[config.mk]
export PLATFORM = sky130hd
export DESIGN_NAME = write_ram_addr_gen
export DESIGN_NICKNAME = d
export VERILOG_FILES = /design/src/rtl/write_ram_addr_gen.sv
export SDC_FILE = /design/constraint.sdc
export NUM_CORES = 1
export LEC_CHECK = 0
export BUFFER_PORTS_ARGS = -buffer_cell sky130_fd_sc_hd__buf_4
export CORE_UTILIZATION = 31
export DETAILED_ROUTE_END_ITERATION = 10
export SYNTH_ARGS = -nofsm -noshare
export SYNTH_HDL_FRONTEND = slang
export SYNTH_SLANG_ARGS = --single-unit
[constraint.sdc]
create_clock -name clk -period 2.47 [get_ports clk]
set_input_delay 0.494 -clock clk [delete_from_list [all_inputs] [get_ports clk]]
set_output_delay 0.494 -clock clk [all_outputs]
set_load 0.02 [all_outputs]
[src/rtl/write_ram_addr_gen.sv]
// Write-side address generator for a UART-fed frame buffer.
// Received bytes are stored at consecutive RAM addresses starting at 0.
// A frame closes after IDLE_CYCLES clocks without a received byte. The
// closing cycle publishes the frame length and pulses frameDone.
module write_ram_addr_gen #(
    parameter int IDLE_CYCLES = 50000,
    parameter int MAX_LEN     = 255
) (
    input  logic       clk,
    input  logic       rst_n,
    input  logic       rxValid,
    input  logic [7:0] rxData,
    output logic       ramWrEn,
    output logic [7:0] ramWrAddr,
    output logic [7:0] ramWrData,
    output logic       busy,
    output logic [7:0] dataLength,
    output logic       frameDone,
    output logic       overflow
);

    localparam int DATA_W = 8;

    localparam logic [1:0] IDLE = 2'd0;
    localparam logic [1:0] RECV = 2'd1;
    localparam logic [1:0] DONE = 2'd2;

    localparam logic [19:0]       IDLE_LAST = 20'(IDLE_CYCLES - 1);
    localparam logic [DATA_W-1:0] MAX_CNT   = DATA_W'(MAX_LEN);

    logic [1:0]        state;
    logic [DATA_W-1:0] count;
    logic [19:0]       idleCnt;

    logic startFrame;
    logic acceptByte;
    logic dropByte;
    logic closeFrame;

    // The idle counter must never wrap back to a small value, so it sticks at all-ones.
    function automatic logic [19:0] satInc20(input logic [19:0] v);
        return (v == 20'hFFFFF) ? v : v + 20'd1;
    endfunction

    // A byte seen in DONE is treated like one seen in IDLE: it opens a new frame.
    assign startFrame = rxValid && (state != RECV);
    assign acceptByte = rxValid && (state == RECV) && (count < MAX_CNT);
    assign dropByte   = rxValid && (state == RECV) && (count >= MAX_CNT);
    assign closeFrame = !rxValid && (state == RECV) && (idleCnt == IDLE_LAST);

    assign busy      = (state != IDLE);
    assign frameDone = (state == DONE);

    // Frame sequencing: state, byte count, idle timer, overflow flag and published length.
    always_ff @(posedge clk or negedge rst_n) begin
        if (!rst_n) begin
            state      <= IDLE;
            count      <= '0;
            idleCnt    <= '0;
            overflow   <= 1'b0;
            dataLength <= '0;
        end else begin
            if (startFrame) begin
                state    <= RECV;
                count    <= DATA_W'(1);
                idleCnt  <= '0;
                overflow <= 1'b0;
            end else if (acceptByte) begin
                count   <= count + DATA_W'(1);
                idleCnt <= '0;
            end else if (dropByte) begin
                overflow <= 1'b1;
                idleCnt  <= '0;
            end else if (closeFrame) begin
                state      <= DONE;
                dataLength <= count;
            end else if (state == RECV) begin
                idleCnt <= satInc20(idleCnt);
            end else begin
                // DONE without a new byte returns to IDLE; IDLE simply waits.
                state   <= IDLE;
                idleCnt <= '0;
            end
        end
    end

    // RAM write port: registered one cycle behind rxValid; address/data hold when idle.
    always_ff @(posedge clk or negedge rst_n) begin
        if (!rst_n) begin
            ramWrEn   <= 1'b0;
            ramWrAddr <= '0;
            ramWrData <= '0;
        end else begin
            ramWrEn <= startFrame || acceptByte;
            if (startFrame) begin
                ramWrAddr <= '0;
                ramWrData <= rxData;
            end else if (acceptByte) begin
                ramWrAddr <= count;
                ramWrData <= rxData;
            end
        end
    end

endmodule

Yosys cells after proc, flatten, opt, wreduce, memory -nomap -nowiden --
Cells that the tools add are included.
Word-level totals: output and inout bits 28, register bits after elaboration 56
Cells by class: $add $sub $neg 2, reduce and logical (&&, ||, !) cells 15, muxes and demuxes 20, magnitude comparators 2, bitwise gates (word level) 3, equal/unequal tests 10
Operator list (count):
- $mux W20 | 6
- $mux W8 | 6
- $add A20 B1 Y20 const B | 1
- $eq A20 B16 Y1 const B | 1
- $eq A20 B20 Y1 const B | 1
- $mux W2 | 5
- $add A8 B1 Y8 const B | 1
- $ge A8 B8 Y1 const B | 1
- $lt A8 B8 Y1 const B | 1
- $logic_and A1 B1 Y1 | 6
- $reduce_bool A2 Y1 | 3
- $ne A5 B5 Y1 const B | 1
- $ne A2 B2 Y1 const B | 2
- $ne A4 B4 Y1 const B | 1
- $reduce_and A2 Y1 | 2
- $reduce_and A4 Y1 | 1
- $mux W1 | 3
- $ne A3 B3 Y1 const B | 1
- $not A1 Y1 | 3
- $reduce_and A3 Y1 | 1
- $eq A2 B1 Y1 const B | 1
- $eq A2 B2 Y1 const B | 1
- $ne A2 B1 Y1 const B | 1
- $logic_not A1 Y1 | 1
- $logic_or A1 B1 Y1 | 1

Longest topological paths before layout --
depth after elaboration 7, depth in mapped cells 8, gate-level depth less buffers 6

Worst setup path after synthesis --
No wires, ideal clock.
path type flip-flop to flip-flop, from register idleCnt[0], to register idleCnt[5], cell stages (with the launch flop) 9, slack 528 ps, clock period less this slack 1942 ps, library setup time 119 ps, arrival time 1823 ps, data required time 2351 ps, cells stage by stage dfrtp_1 ha_1 and4_1 buf_2 nand4_1 o32ai_4 buf_6 o31a_2 o21a_1
On the way: word-level cells in the longest chain between the ends 7, elaborated cells between the ends (all ways) 13
Ends and longest elaborated chain:
- start: declaration | RTL line 33 | logic [19:0] idleCnt;
- start signal: assignment | RTL line 78 | idleCnt <= satInc20(idleCnt);
- $add A20 B1 Y20 | RTL line 42 | return (v == 20'hFFFFF) ? v : v + 20'd1;
- $mux W20 | RTL line 42
- $mux W20 | RTL line 77 | end else if (state == RECV) begin
- $mux W20 | RTL line 74 | end else if (closeFrame) begin
- $mux W20 | RTL line 71 | end else if (dropByte) begin
- $mux W20 | RTL line 68 | end else if (acceptByte) begin
- $mux W20 | RTL line 63 | if (startFrame) begin
Parallel ways exist; a longest one is shown, timed or not. The select of a mux whose other input is x is not followed. A chain may end at the register's enable or synchronous reset.

Final worst setup path --
from register idleCnt[0], to register idleCnt[10]
Same word-level chain as after synthesis.

==> flow_summary_export.csv <==
group,metric,value,unit
floorplanning,die_x,95.44,µm
layout,multi_input_area,1234,µm²
clock_network,insertion_delay,310,ps
clock_network,clk_pin_slew,110,ps
outcome,status,"complete, no violations",
clock_network,cts_made_buffers,5,
worst_hold_path,min_path_type,"in -> async",
global_routing,grt_util_met3,3.349,%
clock_network,post-cts-setup-buffers,0,
floorplanning,fp-row-count,33,
clock_network,cts_resized,0,
global_routing,grtUsageTotal,14.00,%
global_routing,grt_util_met1,18.51,%
floorplanning,core,8341,µm²
clock_network,cts_root_buf,"clkbuf_8",
critical_path,slowest_delay,540,ps
placement,dp_hpwl,4120,µm
route,vias,2091,
clock_network,htreeDepth,2,
global_routing,gr-total-overflow,0,
floorplanning,initial_core_util,32.45,%
sta,holdWs,225.0,ps
synth,synth.avg_cell_area,10.61,µm²
sta,finClkSkew,7.341,ps
synth,netlist_area,2706,µm²
critical_path,endpoint_kind,"flop",
sta,fin_tns_setup,0,ps
floorplanning,die_area,9108,µm²
route,drc,0,
layout,nNetsFinal,308,
sta,max_freq,480.6,MHz
clock_network,cts_buffer_depth,2,
synth,yosysWarnings,0,
global_routing,grt_max_degree,57,
layout,layout_commonest_cell,"dfrtp_1",
job,max-cap-violations,0,
route,first_iter_violations,88,
critical_path,slowest_stage,"o32ai_4",
placement,finalWeightedCongestion,0.8189,
sta,worst_slew_pin_slew,700.6,ps
critical_path,critPathKind,"reg -> reg",
global_routing,grt_pass1_wl,9929,µm
synth,synth_nets,268,
route,antenna_left,0,
sta,rsz0062_at_grt,"no",
synth,async_reset_ff_share,100.0,%
clock_network,tritoncts,"built",
critical_path,arrival,2260,ps
route,wl,5894,µm
critical_path,critPathTopFamily,"simple AND/OR/NAND/NOR gates",
sta,fin_crit_sh,84.24,%
synth,seq_area_frac_synth,51.78,%
route,firstDrtPassIters,4,
global_routing,grt_pass1_vias,2063,
placement,placed_cell_area,3097,µm²
critical_path,cp.required,2650,ps
clock_network,clock_sinks,56,
layout,drive_gt1_share,26.69,%
layout,syn_to_final_growth,17.89,%
floorplanning,io_pins,39,
synth,synth_edf_count,0,
placement,port_buffers,38,
critical_path,cp_cell_sequence,"ha_1 > and4_1 > nand2_1 > o32ai_4 > or3_2 > a21oi_1",
power,ir_drop,512.4,µV
synth,syn_inst,255,
layout,final_cell_mix,"dfrtp_1 (56), buf_4 (42), nand2_1 (29)",
critical_path,start_kind,"flop",
floorplanning,fp.dieH,95.44,µm
global_routing,grt_busiest_layer,"met2",
sta,layout_min_cycle_time,2081,ps
synth,ys_types,47,
route,vias_per_cell,5.214,
clock_network,ctsHoldBuffers,0,
route,wl_per_cell,14.70,µm
power,p_leak,1.415,nW
sta,finalHoldViolations,0,
sta,drv_slew,0,
sta,slew-limit-headroom,53.29,%
layout,ff_latch_area,1401,µm²
layout,final_area,3191,µm²
layout,antennaDiodeCount,0,
layout,fill_cells,847,
critical_path,crit_fanout,14,
critical_path,path_buf_inv,0,
synth,synthFlopType,"dfrtp_1",
power,powerDensity,619.7,nW/µm²
global_routing,antenna_found_initial,0,
synth,ys_ff_latch,56,
sta,setup_violations,0,
global_routing,grt.met2_usage,23.39,%
-- flip-flops by register name, summed over array words and instances (netlist names) --
register	flops
dataLength	8
overflow	1
ramWrEn	1
ramWrAddr	8
count	8
state	2
idleCnt	20
ramWrData	8
-- final cells by class --
type                            count  area share (%)
Clock buffer                        5           2.157
Clock inverter                      3          0.7843
Inverter                            4          0.4706
Multi-Input combinational cell    186           38.67
Sequential cell                    56           43.92
Tap cell                          105           4.118
Timing Repair Buffer               42           9.882
-- worst paths after layout --
path                                           from                        end  slack [ps]  cells after the start
setup reg to reg             idleCnt[0]$_DFFE_PN0P_    idleCnt[10]$_DFFE_PN0P_         390                      6
hold / removal                                rst_n     idleCnt[6]$_DFFE_PN0P_         220                      1
max in group asynchronous                     rst_n  dataLength[7]$_DFFE_PN0P_        1790                      1
setup / recovery             idleCnt[0]$_DFFE_PN0P_    idleCnt[10]$_DFFE_PN0P_         390                      6
min in group clk                          rxData[3]   ramWrData[3]$_DFFE_PN0N_         400                      2
hold reg to reg            ramWrData[2]$_DFFE_PN0N_   ramWrData[2]$_DFFE_PN0N_         520                      1
-- power breakdown --
part | total, mW | switching, mW | leakage, nW | internal (mW)
clock | 0.542 | 0.334 | 0.0452 | 0.208
combinational | 0.321 | 0.177 | 0.635 | 0.143
sequential | 1.11 | 0.105 | 0.734 | 1.01
-- per-layer routing --
metal / vias up / share of wire [%] / routed length (µm)
met5: - / 0 / 0
met4: 0 / 0.49 / 29
met3: 5 / 4.2 / 248
met2: 46 / 48 / 2808
met1: 1036 / 48 / 2809
li1: 1004 / - / -
-- Yosys cell counts (3+ instances only) --
master	count	area share (%)
a21oi_1	14	2.6
a22o_1	3	0.97
and2_1	3	0.69
and3_1	8	1.8
and4_1	3	0.97
buf_2	3	0.55
clkbuf_1	3	0.42
dfrtp_1	56	52
inv_1	4	0.55
mux2_2	16	6.7
nand2_1	29	4.0
nand2b_1	3	0.69
nand3_1	6	1.1
nand4_1	16	3.7
nor2_1	15	2.1
nor3_1	5	0.92
nor4_1	3	0.69
o21ai_0	15	2.8
or3_1	5	1.2
or3_2	4	1.1
xor2_1	9	2.9
-- kinds of logic after synthesis --
group           synth area share (%)
compound gates                 11.14
xor+xnor                       3.236
fa+ha+maj                     0.9245
buf+inv                        2.635
flops                          51.78
mux                            7.397
simple gates                   22.89
-- metrics by stage --
stage	worst slack (ps)	instances	utilization [%]	power (mW)
3_3_place_gp	355.0	393	37.13	1.449
2_1_floorplan	528.4	255	-	1.289
6_report	389.2	401	38.25	1.977
3_5_place_dp	349.8	393	37.13	1.458
5_1_grt	231.5	401	38.25	2.076
4_1_cts	396.9	401	38.25	2.006
No activity file was read; power rests on OpenSTA's default activity.
